<file path="config.mk">
export PLATFORM = sky130hd
export DESIGN_NAME = irq_arbiter
export DESIGN_NICKNAME = d
export VERILOG_FILES = /design/src/rtl/irq_arbiter.sv
export SDC_FILE = /design/constraint.sdc
export NUM_CORES = 1
export LEC_CHECK = 0
export CAP_MARGIN = 20
export CORE_ASPECT_RATIO = 1.4
export CORE_MARGIN = 5
export CORE_UTILIZATION = 55
export CTS_CLUSTER_DIAMETER = 60
export CTS_CLUSTER_SIZE = 8
export DETAILED_ROUTE_END_ITERATION = 7
export PLACE_DENSITY = 0.82
export SKIP_LAST_GASP = 1
export SLEW_MARGIN = 10
export SYNTH_ARGS = -nofsm -noshare
export SYNTH_HDL_FRONTEND = slang
export SYNTH_SLANG_ARGS = --single-unit
export TNS_END_PERCENT = 5
</file>
<file path="constraint.sdc">
create_clock -name clock -period 20.1 [get_ports clock]
set_input_delay 4.02 -clock clock [delete_from_list [all_inputs] [get_ports clock]]
set_output_delay 4.02 -clock clock [all_outputs]
set_load 0.01 [all_outputs]
</file>
<file path="src/rtl/irq_arbiter.sv">
// Platform interrupt arbiter: per-source edge gateways, pending/in-service tracking,
// priority/threshold arbitration and a claim/complete handshake in front of the CSR file.
module irq_arbiter #(
  parameter int NUM_SRC = 8,
  parameter int PRIO_W  = 3,
  parameter int ID_W    = 4
) (
  input  logic               clock,
  input  logic               reset,
  input  logic [NUM_SRC-1:0] src_irq,
  input  logic               cfg_we,
  input  logic               cfg_re,
  input  logic [7:0]         cfg_addr,
  input  logic [31:0]        cfg_wdata,
  output logic [31:0]        cfg_rdata,
  input  logic               claim_req,
  output logic               claim_valid,
  output logic [ID_W-1:0]    claim_id,
  input  logic               complete_req,
  input  logic [ID_W-1:0]    complete_id,
  output logic               external_interrupt
);

  typedef enum logic [0:0] {
    IDLE = 1'b0,
    RESP = 1'b1
  } state_t;

  state_t             state_r;
  state_t             next_state_s;

  logic [PRIO_W-1:0]  prio_r [NUM_SRC];
  logic [NUM_SRC-1:0] enable_r;
  logic [PRIO_W-1:0]  thresh_r;
  logic [NUM_SRC-1:0] pending_r;
  logic [NUM_SRC-1:0] in_service_r;
  logic [NUM_SRC-1:0] src_prev_r;

  logic [31:0]        cfg_rdata_r;
  logic               claim_valid_r;
  logic [ID_W-1:0]    claim_id_r;
  logic               ext_int_r;

  logic [NUM_SRC-1:0] edge_s;
  logic [NUM_SRC-1:0] eligible_s;
  logic [NUM_SRC-1:0] pick_s;
  logic [PRIO_W-1:0]  win_prio_s;
  logic [ID_W-1:0]    win_id_s;
  logic [NUM_SRC-1:0] win_oh_s;
  logic               claim_go_s;
  logic [NUM_SRC-1:0] claim_clr_s;
  logic [NUM_SRC-1:0] comp_clr_s;
  logic [NUM_SRC-1:0] pending_next_s;
  logic [NUM_SRC-1:0] in_service_next_s;
  logic [PRIO_W-1:0]  rd_prio_s;
  logic [31:0]        rd_data_s;
  logic               unused_wdata_s;

  assign unused_wdata_s = ^cfg_wdata[31:NUM_SRC];

  // Gateway edges, eligibility and the highest-priority winner (strict > keeps lowest index on ties)
  always_comb begin
    edge_s     = src_irq & ~src_prev_r;
    eligible_s = {NUM_SRC{1'b0}};
    pick_s     = {NUM_SRC{1'b0}};
    win_prio_s = {PRIO_W{1'b0}};
    win_id_s   = {ID_W{1'b0}};
    win_oh_s   = {NUM_SRC{1'b0}};
    for (int i = 0; i < NUM_SRC; i++) begin
      eligible_s[i] = pending_r[i] & enable_r[i] & ~in_service_r[i] & (prio_r[i] > thresh_r);
      pick_s[i]     = eligible_s[i] & (prio_r[i] > win_prio_s);
      win_prio_s    = pick_s[i] ? prio_r[i] : win_prio_s;
      win_id_s      = pick_s[i] ? ID_W'(i + 1) : win_id_s;
    end
    for (int i = 0; i < NUM_SRC; i++) begin
      win_oh_s[i] = (win_id_s == ID_W'(i + 1));
    end
  end

  // Claim/complete effects on pending and in-service; a claim overrides a same-cycle edge
  always_comb begin
    claim_go_s = (state_r == IDLE) & claim_req;
    comp_clr_s = {NUM_SRC{1'b0}};
    for (int i = 0; i < NUM_SRC; i++) begin
      comp_clr_s[i] = complete_req & (complete_id == ID_W'(i + 1)) & in_service_r[i];
    end
    claim_clr_s       = claim_go_s ? win_oh_s : {NUM_SRC{1'b0}};
    pending_next_s    = (pending_r | edge_s) & ~claim_clr_s;
    in_service_next_s = (in_service_r & ~comp_clr_s) | claim_clr_s;
  end

  // Claim FSM next state
  always_comb begin
    next_state_s = IDLE;
    case (state_r)
      IDLE: begin
        if (claim_req) begin
          next_state_s = RESP;
        end else begin
          next_state_s = IDLE;
        end
      end
      RESP:    next_state_s = IDLE;
      default: next_state_s = IDLE;
    endcase
  end

  // Config read mux; priority slots outside NUM_SRC fall through to zero
  always_comb begin
    rd_prio_s = {PRIO_W{1'b0}};
    for (int i = 0; i < NUM_SRC; i++) begin
      rd_prio_s = rd_prio_s | ((cfg_addr == 8'(i)) ? prio_r[i] : {PRIO_W{1'b0}});
    end
    rd_data_s = 32'd0;
    case (cfg_addr)
      8'h20:   rd_data_s[NUM_SRC-1:0] = enable_r;
      8'h21:   rd_data_s[PRIO_W-1:0]  = thresh_r;
      8'h22:   rd_data_s[NUM_SRC-1:0] = pending_r;
      8'h23:   rd_data_s[NUM_SRC-1:0] = in_service_r;
      default: rd_data_s[PRIO_W-1:0]  = rd_prio_s;
    endcase
  end

  // Configuration registers
  always_ff @(posedge clock) begin
    if (reset) begin
      for (int i = 0; i < NUM_SRC; i++) begin
        prio_r[i] <= {PRIO_W{1'b0}};
      end
      enable_r <= {NUM_SRC{1'b0}};
      thresh_r <= {PRIO_W{1'b0}};
    end else if (cfg_we) begin
      for (int i = 0; i < NUM_SRC; i++) begin
        if (cfg_addr == 8'(i)) begin
          prio_r[i] <= cfg_wdata[PRIO_W-1:0];
        end
      end
      case (cfg_addr)
        8'h20:   enable_r <= cfg_wdata[NUM_SRC-1:0];
        8'h21:   thresh_r <= cfg_wdata[PRIO_W-1:0];
        default: ;
      endcase
    end
  end

  // Gateway history, pending and in-service state
  always_ff @(posedge clock) begin
    if (reset) begin
      src_prev_r   <= {NUM_SRC{1'b0}};
      pending_r    <= {NUM_SRC{1'b0}};
      in_service_r <= {NUM_SRC{1'b0}};
    end else begin
      src_prev_r   <= src_irq;
      pending_r    <= pending_next_s;
      in_service_r <= in_service_next_s;
    end
  end

  // Claim FSM state register
  always_ff @(posedge clock) begin
    if (reset) begin
      state_r <= IDLE;
    end else begin
      state_r <= next_state_s;
    end
  end

  // Registered outputs: read data, claim response and interrupt line
  always_ff @(posedge clock) begin
    if (reset) begin
      cfg_rdata_r   <= 32'd0;
      claim_valid_r <= 1'b0;
      claim_id_r    <= {ID_W{1'b0}};
      ext_int_r     <= 1'b0;
    end else begin
      if (cfg_re) begin
        cfg_rdata_r <= rd_data_s;
      end
      claim_valid_r <= claim_go_s;
      if (claim_go_s) begin
        claim_id_r <= win_id_s;
      end
      ext_int_r <= |eligible_s;
    end
  end

  assign cfg_rdata          = cfg_rdata_r;
  assign claim_valid        = claim_valid_r;
  assign claim_id           = claim_id_r;
  assign external_interrupt = ext_int_r;

endmodule

</file>
== After elaboration in Yosys (flattened, before gate mapping) ==
Memory sizes are Yosys's and may differ from the RTL's.
Cells that the tools add are included.
Storage, ports and cells
  memories kept: 1
  register bits: 50
  RAM bits: 24
Operators by class
  bitwise logic cells: 81
  mux-type cells: 70
  reduce and logical (&&, ||, !) cells: 4
  $lt $le $gt $ge: 16
  equal/unequal tests: 27
Memory list
  prio_r: words 8, bits a word 3, read ports 8, clocked after memory_dff 0, write ports 8, line 32  | logic [PRIO_W-1:0] prio_r [NUM_SRC];
Operators by type and width (count)
  3-bit two-way mux: 27
  1-bit bitwise AND: 49
  3-bit > comparator: 15
  1-bit two-way mux: 36
  4-bit by 3-bit == test with 1-bit output, second input constant: 8
  8-bit by 3-bit == test with 1-bit output, second input constant: 4
  8-bit by 6-bit == test with 1-bit output, second input constant: 4
  8-bit bitwise AND: 3
  8-bit inverter: 3
  3-bit OR: 7
  4-bit by 2-bit == test with 1-bit output, second input constant: 4
  8-bit by 2-bit == test with 1-bit output, second input constant: 2
  8-bit OR: 2
  5-bit one-hot mux with 3 select lines: 1
  3-bit one-hot mux with 4 select lines: 1
  1-bit inverter: 9
  4-bit by 1-bit == test with 1-bit output, second input constant: 2
  4-bit == test, second input constant: 2
  8-bit by 1-bit == test with 1-bit output, second input constant: 1
  8-bit logical NOT: 1
  8-bit two-way mux: 1
  1-bit OR: 8
  8-bit OR reduction: 1
  2-bit two-way mux: 2
  other kinds (4): 5

== Longest topological paths before layout ==
Gate-level depths: netlist (run 1).
  depth in word-level cells: 30
  gate-level depth with buffers: 61
  mapped depth without buffers: 59

== Worst setup path after synthesis (run 1) ==
No wires, ideal clock.
  kind: reg2reg
  start point: register thresh_r[2]
  end point: register pending_r[3]
  arrival time: 9.983 ns
  library setup time: 0.116 ns
  path buffers: 2
  path slack: 10.000 ns
  stages on the path, launching flop included: 59
  cell sequence: dfxtp_1 -> inv_1 -> ha_1 -> a21oi_1 -> o21ai_2 -> and3_1 -> ha_1 -> a32oi_1 -> nand3_1 -> mux2i_1 -> inv_1 -> ha_1 -> nand3b_1 -> a32oi_1 -> nand3_1 -> buf_4 -> mux2i_1 -> ha_1 -> [... 23 more ...] -> mux2_4 -> ha_1 -> inv_1 -> a21o_1 -> a21oi_1 -> a31oi_1 -> nand2_1 -> a21o_1 -> ha_1 -> a21o_1 -> a21oi_1 -> a31oi_1 -> and2_1 -> nor2_1 -> nand2_1 -> nor2_1 -> nand3_1 -> o211a_1
Between the ends
  word-level cells in the longest chain between the ends: 29
Ends and longest elaborated chain
  start, declared: line 34  | logic [PRIO_W-1:0] thresh_r;
  start signal, assigned: line 131  | thresh_r <= {PRIO_W{1'b0}};
  start signal, assigned: line 140  | 8'h21: thresh_r <= cfg_wdata[PRIO_W-1:0];
  3-bit > comparator: line 70  | eligible_s[i] = pending_r[i] & enable_r[i] & ~in_service_r[i] & (prio_r[i] > thresh_r);
  1-bit bitwise AND: line 70
  1-bit bitwise AND: line 71  | pick_s[i] = eligible_s[i] & (prio_r[i] > win_prio_s);
  3-bit two-way mux: line 72  | win_prio_s = pick_s[i] ? prio_r[i] : win_prio_s;
  3-bit > comparator: line 71
  1-bit bitwise AND: line 71
  3-bit two-way mux: line 72
  3-bit > comparator: line 71
  [... 13 more ...]
  3-bit two-way mux: line 72
  3-bit > comparator: line 71
  1-bit bitwise AND: line 71
  4-bit two-way mux (*): line 73  | win_id_s = pick_s[i] ? ID_W'(i + 1) : win_id_s;
  4-bit by 3-bit == test with 1-bit output (*): line 76  | win_oh_s[i] = (win_id_s == ID_W'(i + 1));
  8-bit two-way mux (*): line 87  | claim_clr_s = claim_go_s ? win_oh_s : {NUM_SRC{1'b0}};
  8-bit inverter (*): line 88  | pending_next_s = (pending_r | edge_s) & ~claim_clr_s;
  8-bit bitwise AND (*): line 88
  end signal, assigned: line 150  | pending_r <= {NUM_SRC{1'b0}};
  end signal, assigned: line 154  | pending_r <= pending_next_s;
  end, declared: line 35  | logic [NUM_SRC-1:0] pending_r;
Every way passes the cells marked *; elsewhere a longest branch is shown, timed or not.
A chain may end at the register's enable or synchronous reset.

== Worst setup path after layout (run 1) ==
  start point: register thresh_r[2]
  end point: register in_service_r[1]
Between the ends
  word-level cells in the longest chain between the ends: 28
Ends and longest elaborated chain
  3-bit > comparator: line 70
  1-bit bitwise AND: line 70
  1-bit bitwise AND: line 71
  3-bit two-way mux: line 72
  3-bit > comparator: line 71
  1-bit bitwise AND: line 71
  3-bit two-way mux: line 72
  3-bit > comparator: line 71
  [... 12 more ...]
  1-bit bitwise AND: line 71
  3-bit two-way mux: line 72
  3-bit > comparator: line 71
  1-bit bitwise AND: line 71
  4-bit two-way mux (*): line 73
  4-bit by 2-bit == test with 1-bit output (*): line 76
  8-bit two-way mux (*): line 87
  8-bit OR (*): line 89  | in_service_next_s = (in_service_r & ~comp_clr_s) | claim_clr_s;
  end signal, assigned: line 151  | in_service_r <= {NUM_SRC{1'b0}};
  end signal, assigned: line 155  | in_service_r <= in_service_next_s;
  end, declared: line 36  | logic [NUM_SRC-1:0] in_service_r;
Marked as above.

==> results of run 1 <==
-- critical path, delay by kind of cell (launching register included) --
| family | cells | cell delay [ns] |
|---|---|---|
| AOI/OAI and AO/OA | 24 | 4.61 |
| adders and majority gates | 8 | 2.41 |
| buffers and inverters | 2 | 0.39 |
| DFF | 1 | 0.33 |
| muxes | 3 | 1.13 |
| and+or+nand+nor | 18 | 3.49 |
-- synth_stat cells (all sizes together) (4+ instances only) --
master and number:
a31oi 13, clkbuf 13, and2 7, nor2 54, inv 32, edfxtp 24, dfxtp 50, nand3b 11
o22ai 4, nor2b 21, nor3 8, nand2 47, buf 28, a221oi 4, o21ai 20, mux2i 19
nand3 24, mux4 5, ha 40, o31ai 4, a311oi 4, a21o 8, o21a 7, a21oi 35
nand4 7, mux2 6
-- worst paths after layout --
check        slack [ns]        start  cells after the start              end
max reg2reg        7.66  thresh_r[2]                     55  in_service_r[1]
min                0.47  claim_id[3]                      2      claim_id[3]
min reg2reg        0.47  claim_id[3]                      2      claim_id[3]
max                7.66  thresh_r[2]                     55  in_service_r[1]
-- layout by cell type (no fill, tap or decap), types with 5 or more instances in the layout --
master,count
nand2_1,47
dfxtp_1,50
nor2_1,54
ha_1,40
mux4_2,5
nand3b_1,10
o21ai_0,18
clkdlybuf4s50_1,47
nand4_1,7
a21o_1,7
o21a_1,7
mux2i_1,19
a21oi_1,34
nor2b_1,21
nor3_1,8
and2_1,6
edfxtp_1,24
inv_1,31
nand3_1,22
a31oi_1,12
clkbuf_16,11
conb_1,24
-- metal layers --
metal | global-route usage | part of all wire
met1 | 0.2895 | 0.37
met2 | 0.4137 | 0.50
met3 | 0.04823 | 0.073
met4 | 0.1480 | 0.056
met5 | 0 | 0
-- where the power goes --
group	total (mW)	switching, mW	internal [mW]
clock	0.185	0.0610	0.124
sequential	0.166	0.00538	0.160
combinational	0.0418	0.0236	0.0182
-- flip-flops by register name, summed over array words and instances, names as in the netlist --
signal	count
prio_r	24
enable_r	8
state_r	1
src_prev_r	8
in_service_r	8
external_interrupt	1
claim_valid	1
thresh_r	3
pending_r	8
claim_id	4
cfg_rdata	8
-- cell families after synthesis --
logic type               after synthesis  share of synthesized area
XOR/XNOR                               1                   0.001811
other                                  1                  0.0007755
AO/OA/AOI/OAI                        125                     0.1780
multiplexers                          30                    0.07891
adder cells (fa/ha/maj)               41                     0.1056
AND/OR/NAND/NOR                      195                     0.2013
flip-flops                            74                     0.3560
buffers and inverters                 73                    0.07762
-- stage by stage --
step | cell area, sq um | total power, mW | setup slack (ns) | util
floorplan | 4922 | 0.1959 | 10.00 | -
CTS | 5647 | 0.3925 | 7.762 | 0.6560
detailed placement | 5291 | 0.2094 | 7.804 | 0.6147
global placement | 5291 | 0.2070 | 8.216 | 0.6147
finish | 5647 | 0.3920 | 7.656 | 0.6560
global route | 5647 | 0.4056 | 6.642 | 0.6560
-- cell type report --
class | instances | area (sq um) | area share
clock inverters | 5 | 80.08 | 0.01418
inverters | 32 | 120.1 | 0.02127
flip-flops and latches | 74 | 1722 | 0.3049
clock buffers | 11 | 275.3 | 0.04875
well taps | 105 | 131.4 | 0.02327
repair buffers | 50 | 493.0 | 0.08730
multi-input cells | 416 | 2825 | 0.5003
==> results.yml, run 1 <==
clock_network:
  clkSinkCount: 74
  ctsResizeCount: 0
  numCtsBuffers: 9
  cts_max_level: 3
  clkLatencyLatePin_ns: 0.33
  cts_root_buf: "clkbuf_16"
  tritoncts: "built"
  cts_buffer_depth: 2
  path_clk_slew_ns: 0.06
  holdBufCountCts: 0
  cts_setup_buffers: 0
sta:
  fmaxAchievable_mhz: 80.36
  whs_ns: 0.4672
  slew_headroom: 0.3459
  fin_crit_ns: 12.44
  fin_tns_setup_ns: 0
  tightest_slew_ns: 0.9737
  clock_skew_ns: 0.005083
  setup_viol: 0
  final_hold_viol_count: 0
  finalMaxSlewViolations: 0
  rsz0062_at_grt: "false"
  finalCritPeriodShare: 0.6191
place:
  port-buffer-count: 47
  dpl.hpwl_mm: 9.731
  place_congestion: 0.8972
  dp.cells: 677
yosys:
  ys.flop_type: "dfxtp_1"
  ys_seq_area_frac: 0.3560
  synthTopCellsByArea: "dfxtp_1, edfxtp_1, ha_1, nor2_1, mux2i_1"
  synthDistinctLibCells: 68
  synth_top_cell_by_area: "dfxtp_1"
  synth_seq_cells: 74
  syn_avg_cell_area_sq_um: 8.955
  yosysWarnings: 0
  synth_cells: 540
  async_flop_share: 0
  synth_top_area_share: 0.2070
  synth-edff-count: 24
  syn_area_sq_um: 4836
routing:
  route.detailed.drc: 0
  wire_per_inst_um: 18.32
  first_pass_iters: 5
  viasPerCell: 6.193
  drt_iter0_drc: 311
  ant_nets: 0
  drt_wl_total_mm: 12.70
  num_vias: 4292
global_route:
  grt_pass1_vias: 4308
  antenna_found_initial: 0
  grt_use_total: 0.2491
  grt_overflow: 0
  grt_max_degree: 45
  grt_pass1_wl_mm: 20.66
critical_path:
  critPathMostFrequentCell: "ha_1"
  path_class: "flop to flop"
  crit_required_ns: 20.38
  cpPeakStageDelay_ns: 0.51
  cp.arrival_ns: 12.72
  critPathSlowestCell: "o22ai_1"
  critPathLaunchType: "flop"
  cp-end-kind: "flop"
  cp_max_fo: 11
floorplanning:
  row_count: 40
  die_h_um: 120.9
  core_area_sq_um: 8608
  die-area_sq_um: 10790
  ioPinCount: 96
  dieWidth_um: 89.25
  start_util: 0.5618
final_layout:
  fillerInstances: 658
  area_delta_synth_final_pct: 16.77
  antennaDiodeCount: 0
  final_layout_size_suffix_gt1_frac: 0.06803
  fin_nets: 681
  final_cells: 693
worst_hold_path:
  hp-class: "flop to flop"
power:
  powerDensity_nw_per_um2: 69.43
  irDropWorstVdd_v: 0.00007223
  p_leak_nw: 2.323
outcome:
  run_status: "finished, final reports clean"
job:
  maxCapViolCount: 0
Note: power is estimated with default switching activity, not from simulation.
==> inputs of run 2 (changes only) <==
Settings changed: CORE_UTILIZATION 55 to 47, PLACE_DENSITY 0.82 to 0.75.
Clock period 20.1 ns to 11.31 ns, I/O delays scaled along.
==> results.yml, run 2 (synthesis results as in run 1) <==
outcome:
  run_status: "finished, final reports clean"
critical_path:
  critPathSlowestCell: "dfxtp_1"
  critPathTopFamily: "compound AO/OA/AOI/OAI gates"
  cp_max_fo: 10
  critPathLaunchType: "flop"
  path_class: "flop to flop"
  critPathMostFrequentCell: "ha_1"
  crit_required_ns: 11.57
  crit_cells: 59
  cpPeakStageDelay_ns: 0.38
  cp-end-kind: "flop"
  path_buf_inv: 5
  ff2ff_path_depth: 59
  cp.arrival_ns: 11.00
clock_network:
  holdBufCountCts: 0
  clkLatencyLatePin_ns: 0.33
  cts_root_buf: "clkbuf_16"
  numCtsBuffers: 9
  cts_max_level: 3
  path_clk_slew_ns: 0.06
  tritoncts: "built"
  clkSinkCount: 74
  cts_buffer_depth: 2
floorplanning:
  die-area_sq_um: 12450
  ioPinCount: 96
  core_area_sq_um: 10010
  die_h_um: 130.0
  dieWidth_um: 95.73
  start_util: 0.4832
  row_count: 43
sta:
  fin_tns_setup_ns: 0
  clock_skew_ns: 0.007239
  final_hold_viol_count: 0
  whs_ns: 0.4524
  finalCritPeriodShare: 0.9499
  fmaxAchievable_mhz: 93.08
  slew_headroom: 0.4252
  setup_viol: 0
  tightest_slew_ns: 0.8557
  finalMaxSlewViolations: 0
  fin_crit_ns: 10.74
routing:
  drt_wl_total_mm: 13.35
  drt_iter0_drc: 273
  num_vias: 4370
  ant_nets: 0
  route.detailed.drc: 0
  viasPerCell: 5.842
  wire_per_inst_um: 17.85
  first_pass_iters: 5
final_layout:
  fillerInstances: 862
  antennaDiodeCount: 0
  area_delta_synth_final_pct: 24.09
  largest_register_ffs: 24
  final_core_utilization: 0.5997
  final_layout_size_suffix_gt1_frac: 0.1387
  largest_register: "prio_r"
  fin_nets: 707
  layout_commonest_cell: "nor2_1"
  layout_common_cells: "nor2_1, dfxtp_1, clkdlybuf4s50_1"
global_route:
  antenna_found_initial: 0
  grtUsageMet1: 0.2292
  grt_max_degree: 45
  gr-usage-met3: 0.03576
  grt_use_total: 0.2150
  grt_overflow: 0
  grt_use_met2: 0.4021
  grt_pass1_wl_mm: 20.54
  grt_pass1_vias: 4245
  grt.busiest_layer: "met2"
place:
  place_congestion: 0.8967
  port-buffer-count: 47
  dpl.hpwl_mm: 10.14
power:
  p_total_mw: 0.6750
  powerDensity_nw_per_um2: 112.5
  irDropWorstVdd_v: 0.0001047
  p_leak_nw: 2.446
worst_hold_path:
  min_path_cells: 2
  hp-class: "flop to flop"
job:
  maxCapViolCount: 0
## run 2: repair_timing
item	CTS	global route
resized for setup	1	25
buffers inserted	0	8
endpoints found under the hold margin	0	0
setup endpoints to repair	2	20
pin swaps	0	11
## run 2: area by class of cell
cell class	count	area [sq um]	area share
inverter	32	120.1	0.02002
clock inverter	3	43.79	0.007298
timing repair buffer	76	688.2	0.1147
clock buffer	12	279.0	0.04650
tap	135	168.9	0.02815
multi-input combinational	416	2979	0.4965
sequential	74	1722	0.2869
## run 2: path summary, 6_finish.rpt
path	slack [ns]	startpoint	to
worst max-delay path	0.57	thresh_r[2]	in_service_r[4]
worst min register to register	0.45	claim_id[3]	claim_id[3]
worst max register to register	0.57	thresh_r[2]	in_service_r[4]
worst min-delay path	0.45	claim_id[3]	claim_id[3]
## run 2: per-stage QoR
step	instance area, sq um	cells	worst slack (ns)
CTS	5793	740	0.06593
detailed placement	5464	725	0.08689
global route	6001	748	-0.1151
finish	6001	748	0.5670
global placement	5464	725	0.3608
floorplan	4922	563	1.210
## run 2: routing by layer
layer	wire length, um	vias up
met5	0	-
li1	-	2064
met4	503	0
met3	754	39
met1	4847	2088
met2	7247	179
## run 2: worst register-to-register path: cells and delay by family, from the launching register on
kind                     cells  cell delay, ns
AO/OA/AOI/OAI               24            3.83
AND/OR/NAND/NOR             18            2.66
multiplexers                 4            1.24
adder cells (fa/ha/maj)      8            2.00
buffers and inverters        5            0.60
flip-flops                   1            0.38
## run 2: report_power, final
group / internal [mW] / switching (mW)
sequential: 0.285 / 0.0102
combinational: 0.0358 / 0.0436
clock: 0.196 / 0.104
